[config.mk]
export PLATFORM = sky130hd
export DESIGN_NAME = bus_responder
export DESIGN_NICKNAME = d
export VERILOG_FILES = /design/src/rtl/bus_responder_pkg.sv /design/src/rtl/bus_responder.sv
export SDC_FILE = /design/constraint.sdc
export NUM_CORES = 1
export LEC_CHECK = 0
export ABC_AREA = 1
export CORE_AREA = 2 2 203 205
export DETAILED_ROUTE_END_ITERATION = 16
export DIE_AREA = 0 0 205 207
export PLACE_DENSITY = 0.72
export REMOVE_ABC_BUFFERS = 1
export SKIP_CTS_REPAIR_TIMING = 1
export SYNTH_ARGS = -nofsm -noshare
export SYNTH_HDL_FRONTEND = slang
export SYNTH_SLANG_ARGS = --single-unit
[constraint.sdc]
create_clock -name clk -period 45.9 [get_ports clk]
set_input_delay 13.77 -clock clk [delete_from_list [all_inputs] [get_ports clk]]
set_output_delay 13.77 -clock clk [all_outputs]
set_load 0.1 [all_outputs]
[src/rtl/bus_responder_pkg.sv]
// Shared types and constants for the bus_responder register-bank target.
//   state_t : responder FSM states (IDLE, WAIT, RESP)
//   CNT_W   : width of the wait-state counter
//   req_t   : captured request (write flag, address, write data) at the
//             default address/data widths
package bus_responder_pkg;

    localparam int PKG_ADDR_W      = 4;
    localparam int PKG_DATA_W      = 32;
    localparam int PKG_NUM_REGS    = 12;
    localparam int PKG_WAIT_CYCLES = 2;
    localparam int CNT_W           = 4;

    typedef enum logic [1:0] {
        IDLE = 2'd0,
        WAIT = 2'd1,
        RESP = 2'd2
    } state_t;

    typedef struct packed {
        logic                  write;
        logic [PKG_ADDR_W-1:0] addr;
        logic [PKG_DATA_W-1:0] wdata;
    } req_t;

endpackage

[src/rtl/bus_responder.sv]
// bus_responder: single-outstanding register-bank responder.
// Accepts one read/write request, inserts WAIT_CYCLES wait states, then
// presents a registered response held until the consumer accepts it.
//
// Parameters: ADDR_W, DATA_W, NUM_REGS (<= 2**ADDR_W), WAIT_CYCLES (0..15)
// Ports:
//   clk, rst        : clock, asynchronous active-high reset
//   req_valid/ready : request handshake (ready only in IDLE)
//   req_write       : 1 = write, 0 = read
//   req_addr        : register address
//   req_wdata       : write data
//   rsp_valid/ready : response handshake
//   rsp_rdata       : read data (zero for writes and out-of-range reads)
//   rsp_err         : access error
// Build option: BUS_RESPONDER_ERR_EN -- when defined, out-of-range accesses
// report rsp_err=1; otherwise rsp_err is tied to 0.
module bus_responder
    import bus_responder_pkg::*;
#(
    parameter int ADDR_W      = PKG_ADDR_W,
    parameter int DATA_W      = PKG_DATA_W,
    parameter int NUM_REGS    = PKG_NUM_REGS,
    parameter int WAIT_CYCLES = PKG_WAIT_CYCLES
) (
    input  logic              clk,
    input  logic              rst,
    input  logic              req_valid,
    output logic              req_ready,
    input  logic              req_write,
    input  logic [ADDR_W-1:0] req_addr,
    input  logic [DATA_W-1:0] req_wdata,
    output logic              rsp_valid,
    input  logic              rsp_ready,
    output logic [DATA_W-1:0] rsp_rdata,
    output logic              rsp_err
);

    localparam logic [ADDR_W:0]  NUM_REGS_X = (ADDR_W+1)'(NUM_REGS);
    // Terminal count of the wait counter; unused when WAIT_CYCLES is 0.
    localparam logic [CNT_W-1:0] WAIT_LAST  =
        (WAIT_CYCLES > 0) ? CNT_W'(WAIT_CYCLES - 1) : '0;

    state_t             state_q;
    state_t             state_nxt;
    logic [CNT_W-1:0]   cnt_q;
    logic [DATA_W-1:0]  regs [NUM_REGS];

    logic               req_write_p0;
    logic [ADDR_W-1:0]  req_addr_p0;
    logic [DATA_W-1:0]  req_wdata_p0;

    logic               req_hs;
    logic               rsp_hs;
    logic               enter_resp;
    logic               cmd_write;
    logic [ADDR_W-1:0]  cmd_addr;
    logic [DATA_W-1:0]  cmd_wdata;
    logic               cmd_in_range;

    function automatic logic addr_in_range(input logic [ADDR_W-1:0] a);
        return ({1'b0, a} < NUM_REGS_X);
    endfunction

    assign req_hs     = req_valid && req_ready;
    assign rsp_hs     = rsp_valid && rsp_ready;
    assign enter_resp = (state_nxt == RESP) && (state_q != RESP);

    // With zero wait states the response is built on the acceptance edge,
    // before the latch holds the request, so take it straight from the bus.
    always_comb begin
        if (state_q == IDLE) begin
            cmd_write = req_write;
            cmd_addr  = req_addr;
            cmd_wdata = req_wdata;
        end else begin
            cmd_write = req_write_p0;
            cmd_addr  = req_addr_p0;
            cmd_wdata = req_wdata_p0;
        end
        cmd_in_range = addr_in_range(cmd_addr);
    end

    // State register
    always_ff @(posedge clk or posedge rst) begin
        if (rst) state_q <= IDLE;
        else     state_q <= state_nxt;
    end

    // Next-state logic
    always_comb begin
        state_nxt = state_q;
        case (state_q)
            IDLE: if (req_hs) state_nxt = (WAIT_CYCLES > 0) ? WAIT : RESP;
            WAIT: if (cnt_q == WAIT_LAST) state_nxt = RESP;
            RESP: if (rsp_hs) state_nxt = IDLE;
            default: state_nxt = IDLE;
        endcase
    end

    // Output logic: handshake flags depend on the state register only
    always_comb begin
        req_ready = (state_q == IDLE);
        rsp_valid = (state_q == RESP);
    end

    always_ff @(posedge clk or posedge rst) begin
        if (rst)                  cnt_q <= '0;
        else if (req_hs)          cnt_q <= '0;
        else if (state_q == WAIT) cnt_q <= cnt_q + 1'b1;
    end

    // Stage p0: request capture (data only, no reset needed)
    always_ff @(posedge clk) begin
        if (req_hs) begin
            req_write_p0 <= req_write;
            req_addr_p0  <= req_addr;
            req_wdata_p0 <= req_wdata;
        end
    end

    // Stage p1: register commit and response load, once per transaction
    always_ff @(posedge clk or posedge rst) begin
        if (rst) begin
            for (int i = 0; i < NUM_REGS; i++) regs[i] <= '0;
            rsp_rdata <= '0;
        end else if (enter_resp) begin
            if (cmd_write && cmd_in_range) regs[cmd_addr] <= cmd_wdata;
            if (!cmd_write && cmd_in_range) rsp_rdata <= regs[cmd_addr];
            else                            rsp_rdata <= '0;
        end
    end

`ifdef BUS_RESPONDER_ERR_EN
    always_ff @(posedge clk or posedge rst) begin
        if (rst)             rsp_err <= 1'b0;
        else if (enter_resp) rsp_err <= !cmd_in_range;
    end
`else
    assign rsp_err = 1'b0;
`endif

endmodule

==> summary.md, run 1 <==
| Metric | Value |
|---|---|
| Worst skew pair latency | 0.59 ns |
| Initial DRC Count | 1607 |
| Post-route setup TNS | 0 ns |
| DIE HEIGHT | 207 um |
| Hold Crit Class | reg2reg |
| Crit path kind | in2reg |
| Largest net degree at the start of global routing | between 100 and 150 |
| Main flop type after synthesis | dfrtp_1 |
| Final wirelength | 56070 um |
| Clock-pin slew on the worst setup and hold paths | about 0.06 ns |
| Layout area overhead | 11.65% |
| Vias in the first global route | 17791 |
| VDD IR max | 116.7 uV |
| Total congestion overflow | 0 |
| Sequential share of the synthesized area | 53.21% |
| Initial antenna violation count | 0 |
| Rel. slew slack | between 20% and 30% |
| Final hold violations | 0 |
| Critical Path End Type | register |
| H-tree level count | 2 |
| Max frequency | a little under 0.06 GHz |
| Required @ worst endpoint | approximately 46 ns |
| Final ANT Viol Nets | 0 |
| DIE WIDTH | roughly 200 um |
| Root Driver | clkbuf_16 |
| Slowest CP cell | buf_4 |
| CP cell instances | clkdlybuf4s50_1 > inv_1 > nand2_1 > nand2_8 > buf_4 > nand3_1 > nor2_4 > buf_4 > nand2_1 > o21ai_0 |
| Crit path launch type | primary input |
| Max Cap Viol | 0 |
| Setup violations, final | 0 |
| Final total power | 1.742 mW |
| Status | complete, no violations |
| Sink Count | 459 |
| Syn avg cell area | 7.405 um2 |
| Wire length on met1 | about 25000 um |
| RSZ-0062 raised after global routing | false |
| ANT cells | 0 |
| Crit Path Max Fanout | 97 |
| Post-synthesis cell count | 2962 |
| PwrDens | 71.12 nW/um2 |
| WL met3 | between 3000 and 4000 um |
| Core area | 40370 um2 |
| Effective utilization at floorplan | 54.34% |
| CTS tree | built |
| Hold slack | 0.4721 ns |
| Max incr delay on CP | 0.88 ns |
| Max clock buf depth | 3 |
| Post-synthesis register bit count | 459 |
| Std cell rows | 74 |
| RePlAce Congestion | approximately 0.78 |
| Slew @ Worst Pin | 1.177 ns |
| WL per Instance | about 16 um |
| Cts bufs inserted | 49 |
| Leakage | ~12 nW |
| Tcrit/Tclk final | 37.08% |
| Port bufs | 74 |
| First-pass GRT wire length | 92600 um |
| Post-synth ARST share | between 90% and 100% |
| Highest routed layer | met4 |
| Gr usage total | 27.23% |
| CP arrival | 17.51 ns |
| DRC Markers | 0 |
| NumNets Final | 2969 |
| Layout cells sized above 1 | approximately 4.5% |
| Count of unique library cells instantiated by Yosys | 31 |
| Area of the mapped netlist | 21930 um2 |
| Yosys warnings | 0 |
| I/O Pins | 76 |
| Min Clock Period, post-route | 17.02 ns |
| Worst Skew | 0.01887 ns |
| Dpl hpwl | 30650 um |
| Vias post-DR | about 18000 |
| Post-synth EDFFs | 37 |
| Max-slew violations | 0 |
| Metal2 WL | 25910 um |
| Detailed Routing Iterations Pass 1 | 6 |
| Die Area | 42440 um2 |
| Via-per-instance ratio | between 5 and 6 |
-- cell usage after synthesis (2+ instances only) --
master | n | share of area [%]
a21oi_1 | 27 | 0.62
and2_1 | 31 | 0.88
buf_1 | 11 | 0.19
buf_2 | 58 | 1.3
clkbuf_1 | 114 | 2.0
clkbuf_2 | 2 | 0.046
dfrtp_1 | 422 | 48
edfxtp_1 | 37 | 5.1
ha_1 | 2 | 0.11
inv_1 | 320 | 5.5
inv_2 | 4 | 0.068
nand2_1 | 1446 | 25
nand2_2 | 7 | 0.20
nand3_1 | 46 | 1.0
nand3_2 | 3 | 0.14
nor2_1 | 15 | 0.26
nor2_2 | 8 | 0.23
o21ai_0 | 152 | 3.5
o21ai_1 | 244 | 5.6
o21ai_2 | 2 | 0.080
-- critical path, delay by kind of cell --
family	cells	cell delay (ns)
buffers and inverters	4	1.89
AND/OR/NAND/NOR	5	1.70
AO/OA/AOI/OAI	1	0.10
-- sequential cells by signal, indices dropped and copies added (netlist names) --
name,count
req_write_p0,1
regs,384
req_addr_p0,4
rsp_rdata,32
req_wdata_p0,32
state_q,2
cnt_q,4
-- cell type report --
cell class / count / area, um2
Fill cell: 3685 / 15880
Sequential cell: 459 / 11670
Multi-Input combinational cell: 1991 / 8338
Clock buffer: 84 / 1592
Inverter: 326 / 1234
Timing Repair Buffer: 99 / 928.4
Tap cell: 532 / 665.6
Clock inverter: 6 / 62.56
-- kinds of logic after synthesis --
group	count (synthesis)	synth area share, %
and+or+nand+nor	1561	27.72
adders and majority gates	2	0.1141
other	1	0.01710
AOI/OAI and AO/OA	426	9.766
muxes	1	0.04564
DFF	459	53.21
buffers and inverters	512	9.132
-- layout by cell type, fill, tap and decap left out, drive strengths merged --
master | synthesis | routed
and2 | 31 | 31
inv | 325 | 327
nor3b | 1 | 1
clkdlybuf4s50 | 0 | 74
conb | 1 | 1
a21oi | 27 | 27
nand4 | 1 | 1
nand2 | 1453 | 1453
nor2 | 24 | 24
clkinv | 1 | 4
bufinv | 0 | 1
ha | 2 | 2
o21ai | 398 | 398
buf | 70 | 25
mux2i | 1 | 1
clkbuf | 116 | 84
nor3 | 1 | 1
nand3 | 50 | 50
dfrtp | 422 | 422
edfxtp | 37 | 37
o31ai | 1 | 1
-- layer usage --
metal  vias up  track usage (%)
met3       101            3.430
met5         -                0
met4         0            8.484
met2       595            43.27
li1       8938                -
met1      8690            39.13
-- path summary, 6_finish.rpt --
kind	from	endpoint	slack, ns	depth (start not counted)
max in group asynchronous	rst	regs[141]$_DFFE_PP0P_	28.89	5
min in group asynchronous	rst	regs[13]$_DFFE_PP0P_	13.75	2
min reg2reg	rsp_rdata[18]$_DFFE_PP0P_	rsp_rdata[18]$_DFFE_PP0P_	0.47	2
max reg2reg	state_q[0]$_DFF_PP0_	regs[163]$_DFFE_PP0P_	41.35	10
min	rsp_rdata[18]$_DFFE_PP0P_	rsp_rdata[18]$_DFFE_PP0P_	0.47	2
max	req_addr[0]	regs[163]$_DFFE_PP0P_	28.88	10
-- stage by stage --
step	instance area, um2	instances	utilization [%]	setup WS [ns]
2_1_floorplan	21160	2776	-	20.38
3_3_place_gp	22840	3407	56.57	28.05
3_5_place_dp	22840	3407	56.57	27.99
4_1_cts	24490	3497	60.67	28.62
5_1_grt	24490	3497	60.67	28.19
6_report	24490	3497	60.67	28.88
-- where the power goes --
group	total (mW)	internal (mW)	switching (mW)
combinational	0.737	0.195	0.542
clock	0.404	0.240	0.163
sequential	0.602	0.541	0.0610
total	1.74	0.976	0.766
No activity file was read; power rests on OpenSTA's default activity.
==> inputs of run 2 (changes only) <==
- PLACE_DENSITY: 0.72 -> 0.75
- clock period: 45.9 -> 14.5 ns (I/O delays scaled with it)
==> run 2 against run 1 <==
  * Clock skew shrank 0.0057 ns
  * Cell count is essentially flat
  * First-iteration DRC count is 12% higher
  * Clock power rose to 3.0 times the previous value
  * Combinational power grew to 3.2 times the previous value
  * Utilization shrank 0.16 points
  * Worst setup slack worse by 22 ns
  * Critical path depth did not move
  * Via count grew 0.67%
  * Sequential power rose to 3.2 times the previous value
  * Wire length grew 0.66%
==> summary.md, run 2 (same netlist as run 1, synthesis figures left out) <==
| Metric | Value |
|---|---|
| RePlAce Congestion | 0.8127 |
| PwrDens | about 220 nW/um2 |
| Max Cap Viol | 0 |
| VDD IR max | 253.4 uV |
| Final wirelength | 56440 um |
| Required @ worst endpoint | 14.94 ns |
| Area taken by multi-input logic gates | between 8000 and 9000 um2 |
| Largest registers | regs (384), req_wdata_p0 (32), rsp_rdata (32) |
| First-pass GRT wire length | 93330 um |
| Hold Crit Class | reg2reg |
| Via-per-instance ratio | 5.279 |
| Met3 Use GR | 3.068% |
| Core area | 40370 um2 |
| Routing usage on met1 | a little under two fifths |
| Setup violations, final | 0 |
| Initial DRC Count | 1805 |
| Std cell rows | between 70 and 80 |
| Detailed Routing Iterations Pass 1 | 5 |
| Layout cells sized above 1 | 4.389% |
| NumNets Final | 2968 |
| Max incr delay on CP | 1.08 ns |
| Worst Skew | around 0.013 ns |
| Initial antenna violation count | 0 |
| Post-route cell area | between 20000 and 25000 um2 |
| WL per Instance | between 15 and 20 um |
| Vias post-DR | 18446 |
| Most frequent cells in the layout | nand2_1 (1443), dfrtp_1 (422), inv_1 (318) |
| Effective utilization at floorplan | between 50 and 60% |
| Max-slew violations | 0 |
| Leakage | approximately 12 nW |
| Total congestion overflow | 0 |
| Vias in the first global route | 18155 |
| Fillers | between 3000 and 4000 |
| Cts bufs inserted | 48 |
| Min Clock Period, post-route | 7.457 ns |
| Most common cell after layout, fill and taps aside | nand2_1 |
| Max clock buf depth | 3 |
| CP delay by family, top | simple AND/OR/NAND/NOR gates |
| Clock-pin slew on the worst setup and hold paths | approximately 0.060 ns |
| Final ANT Viol Nets | 0 |
| Root Driver | clkbuf_16 |
| R2R Setup Slk | 10.08 ns |
| CP cell instances | clkdlybuf4s50_1 > inv_1 > nand2_1 > o21ai_2 > inv_2 > nor2_4 > nand2_1 > nor2_4 > buf_4 > o21ai_0 |
| Met2 Use GR | 44.49% |
| Status | complete, no violations |
| Largest register by flop count | regs |
| WP buf/inv | 4 |
| Storage cell area | approximately 12000 um2 |
| Slowest CP cell | nor2_4 |
| Tcrit/Tclk final | 51.43% |
| I/O Pins | 76 |
| Crit path kind | in2reg |
| Critical Path End Type | register |
| Max frequency | 0.1341 GHz |
| Port bufs | between 70 and 80 |
| CP arrival | roughly 7.9 ns |
| DIE WIDTH | 205 um |
| Die Area | 42440 um2 |
| Final hold violations | 0 |
| CTS tree | built |
| Pre-CTS setup slack | about 6.5 ns |
| Final setup margin | 7.043 ns |
| Crit path launch type | primary input |
| Sink Count | approximately 460 |
| Rel. slew slack | 18.88% |
| DIE HEIGHT | 207 um |
| GRT busiest layer | met2 |
| Largest net degree at the start of global routing | 124 |
| Dpl hpwl | 31580 um |
| Placed cell area | 22830 um2 |
| Gr usage total | 27.37% |
| DRC Markers | 0 |
| Layout area overhead | 11.36% |
| RSZ-0062 raised after global routing | false |
| ANT cells | 0 |
| Crit Path Max Fanout | 45 |
| Max reg flops | 384 |
| Slew @ Worst Pin | 1.214 ns |
| Worst skew pair latency | 0.58 ns |
| H-tree level count | 2 |
## run 2: final cells by class
| cell class | count | area share (%) |
|---|---|---|
| Timing Repair Buffer | 99 | 3.883 |
| Sequential cell | 459 | 47.78 |
| Clock buffer | 72 | 5.824 |
| Clock inverter | 15 | 0.6044 |
| Multi-Input combinational cell | 1991 | 34.13 |
| Inverter | 326 | 5.050 |
| Tap cell | 532 | 2.725 |
## run 2: path summary, 6_finish.rpt
path / cells past startpoint / startpoint / end
worst max-delay path: 10 / req_addr[3] / regs[333]$_DFFE_PP0P_
worst min-delay path: 2 / rsp_rdata[5]$_DFFE_PP0P_ / rsp_rdata[5]$_DFFE_PP0P_
worst max register to register: 9 / state_q[0]$_DFF_PP0_ / regs[216]$_DFFE_PP0P_
worst min register to register: 2 / rsp_rdata[5]$_DFFE_PP0P_ / rsp_rdata[5]$_DFFE_PP0P_
max in group asynchronous: 4 / rst / rsp_rdata[1]$_DFFE_PP0P_
min in group asynchronous: 2 / rst / rsp_rdata[15]$_DFFE_PP0P_
## run 2: where the power goes
part	switching [mW]	total (mW)	leakage [nW]	internal [mW]
registers	0.194	1.91	5.59	1.71
logic	1.72	2.34	5.94	0.618
clock network	0.506	1.23	0.782	0.728
total	2.43	5.48	12.3	3.06
## run 2: tightest hold or removal path, delay by kind of cell (launching register included)
| kind | cells | cell delay (ns) |
|---|---|---|
| DFF | 1 | 0.34 |
| and+or+nand+nor | 2 | 0.10 |
## run 2: through the flow
step	hold slack (ns)	instances	utilization, %	setup TNS [ns]	power (mW)
6_report	0.4772	3494	60.51	0	5.483
3_5_place_dp	0.4663	3406	56.55	0	4.244
2_1_floorplan	0.4530	2776	-	-674.43	3.567
5_1_grt	0.5020	3494	60.51	0	5.880
3_3_place_gp	0.4630	3406	56.55	0	4.175
4_1_cts	0.4830	3493	60.44	0	5.497
## run 2: metal layers
layer  wire [um]  part of all wire [%]
met5           0                     0
met4        1626                   2.9
met3        2918                   5.2
met2       26780                    47
met1       25120                    44
==> inputs of run 3 (changes only) <==
- clock period: 14.5 -> 6.8 ns (I/O delays scaled with it)
==> run 3 against run 2 <==
  * Cell count up 0.26%
  * Clock skew up 0.010 ns
  * Non-clock buffer count up 6
  * Via count up 0.18%
  * Clock power up 120%
  * Clock-buffer cell count down 1
  * Sequential power up 110%
  * First-iteration DRC count down 14%
  * Critical path depth up 2
  * Worst setup slack worse by 5.0 ns
  * Critical path type unchanged
  * Largest power group unchanged
==> summary.md, run 3 (same netlist as run 1, synthesis figures left out) <==
| Metric | Value |
|---|---|
| Final total power | 11.77 mW |
| Hold Crit Class | reg2reg |
| Cts bufs inserted | 48 |
| Crit path launch type | primary input |
| DIE WIDTH | approximately 210 um |
| Max frequency | 0.2098 GHz |
| Final wirelength | around 56000 um |
| Final ANT Viol Nets | 0 |
| Fillers | 3604 |
| NumNets Final | 2974 |
| Layout cells sized above 1 | 4.847% |
| Initial DRC Count | 1558 |
| Crit Path Max Fanout | 39 |
| Dpl hpwl | around 32000 um |
| Largest register by flop count | regs |
| Core area | 40370 um2 |
| H-tree level count | 2 |
| I/O Pins | 76 |
| Vias post-DR | between 15000 and 20000 |
| Placed cell count | 3413 |
| RePlAce Congestion | 0.8193 |
| CP arrival | ~5.2 ns |
| Detailed Routing Iterations Pass 1 | 6 |
| R2R Setup Slk | 2.64 ns |
| Layout area overhead | 11.97% |
| Layout Cells excl Fill | roughly 3500 |
| First-pass GRT wire length | 93570 um |
| Worst setup endpoint | regs[353]$_DFFE_PP0P_ |
| Max incr delay on CP | 0.66 ns |
| CTS tree | built |
| Util after Layout | between 60% and 70% |
| Most frequent cells in the layout | nand2_1 (1443), dfrtp_1 (422), inv_1 (318) |
| Largest net degree at the start of global routing | 119 |
| VDD IR max | 609.1 uV |
| Gr usage total | 27.42% |
| RSZ-0062 raised after global routing | false |
| ANT cells | 0 |
| Status | complete, no violations |
| Worst Reg-to-Reg Cells | 14 |
| Sink Count | roughly 460 |
| Slew @ Worst Pin | ~1.1 ns |
| Port bufs | 74 |
| Placed cell area | 22930 um2 |
| Required @ worst endpoint | 7.23 ns |
| Rel. slew slack | 26.11% |
| Max-slew violations | 0 |
| Std cell rows | 74 |
| Effective utilization at floorplan | 54.34% |
| Vias in the first global route | ~18000 |
| PwrDens | about 480 nW/um2 |
| DRC Markers | 0 |
| Leakage | roughly 12 nW |
| Clock-pin slew on the worst setup and hold paths | 0.06 ns |
| CP cell instances | clkdlybuf4s50_1 > inv_1 > nand2_1 > o21ai_2 > inv_2 > nor2_4 > inv_1 > nor2_1 > nand2_2 > buf_4 > nand2_1 > o21ai_0 |
| RR Endpoint | rsp_rdata[23]$_DFFE_PP0P_ |
| Worst Skew | approximately 0.023 ns |
| Min Clock Period, post-route | 4.767 ns |
| Most common cell after layout, fill and taps aside | nand2_1 |
| Reg-to-reg startpoint | state_q[0]$_DFF_PP0_ |
| Initial antenna violation count | 0 |
| Total congestion overflow | 0 |
| WL per Instance | 16.08 um |
| Slowest CP cell | nor2_4 |
| Max clock buf depth | 3 |
| DIE HEIGHT | roughly 210 um |
| Largest registers | regs (384), req_wdata_p0 (32), rsp_rdata (32) |
| Root Driver | clkbuf_16 |
| Worst setup path start | req_addr[3] |
| Post-route cell area | 24560 um2 |
| Worst skew pair latency | 0.59 ns |
| Critical Path End Type | register |
| Die Area | about 42000 um2 |
| Max Cap Viol | 0 |
| Tcrit/Tclk final | 70.10% |
| Max reg flops | approximately 380 |
| Setup violations, final | 0 |
| Via-per-instance ratio | 5.275 |
| Final hold violations | 0 |
| Crit path kind | in2reg |
-- run 3: cell count changes in the layout (fill, tap and decap cells not counted), sizes merged --
cell	change
buf	+6
clkbuf	-1
clkinv	+2
inv	+2
-- run 3: layer usage --
metal | GRT usage (%) | vias up | part of all wire [%]
met2 | 44.36 | 623 | 47
met3 | 4.626 | 99 | 6.8
met4 | 8.683 | 0 | 2.4
li1 | - | 8958 | -
met1 | 37.87 | 8800 | 44
met5 | 0 | - | 0
-- run 3: power by group --
group / switching [mW] / internal (mW)
clock network: 1.10 / 1.59
registers: 0.415 / 3.65
logic: 3.69 / 1.33
total: 5.21 / 6.57
-- run 3: through the flow --
stage                     hold WS (ns)  setup TNS [ns]  worst slack (ns)
final                           0.4745               0             2.033
after global routing            0.5027               0             1.766
after CTS                       0.4800               0             2.061
after detailed placement        0.4636               0             1.439
after global placement          0.4627               0             1.532
after floorplan                 0.4530        -2949.01            -6.988
-- run 3: final cells by class --
| cell class | instances | area [um2] | area share [%] |
|---|---|---|---|
| Timing Repair Buffer | 105 | 1023 | 4.167 |
| Inverter | 326 | 1234 | 5.023 |
| Sequential cell | 459 | 11670 | 47.52 |
| Tap cell | 532 | 665.6 | 2.710 |
| Multi-Input combinational cell | 1991 | 8338 | 33.95 |
| Clock buffer | 71 | 1450 | 5.905 |
| Clock inverter | 19 | 177.7 | 0.7234 |
-- run 3: worst min-delay path by stage --
stage / cells past startpoint / slack [ns] / start / end
floorplan: 2 / 0.45 / regs[288]$_DFFE_PP0P_ / regs[288]$_DFFE_PP0P_
global placement: 2 / 0.46 / rsp_rdata[16]$_DFFE_PP0P_ / rsp_rdata[16]$_DFFE_PP0P_
detailed placement: 2 / 0.46 / rsp_rdata[27]$_DFFE_PP0P_ / rsp_rdata[27]$_DFFE_PP0P_
CTS: 2 / 0.48 / rsp_rdata[31]$_DFFE_PP0P_ / rsp_rdata[31]$_DFFE_PP0P_
global route: 2 / 0.50 / rsp_rdata[27]$_DFFE_PP0P_ / rsp_rdata[27]$_DFFE_PP0P_
finish: 2 / 0.47 / rsp_rdata[18]$_DFFE_PP0P_ / rsp_rdata[18]$_DFFE_PP0P_
-- run 3: worst max-delay path: cells and delay by family --
kind,cells,cell delay [ns]
buffers and inverters,5,1.47
and+or+nand+nor,5,1.46
AOI/OAI and AO/OA,2,0.22
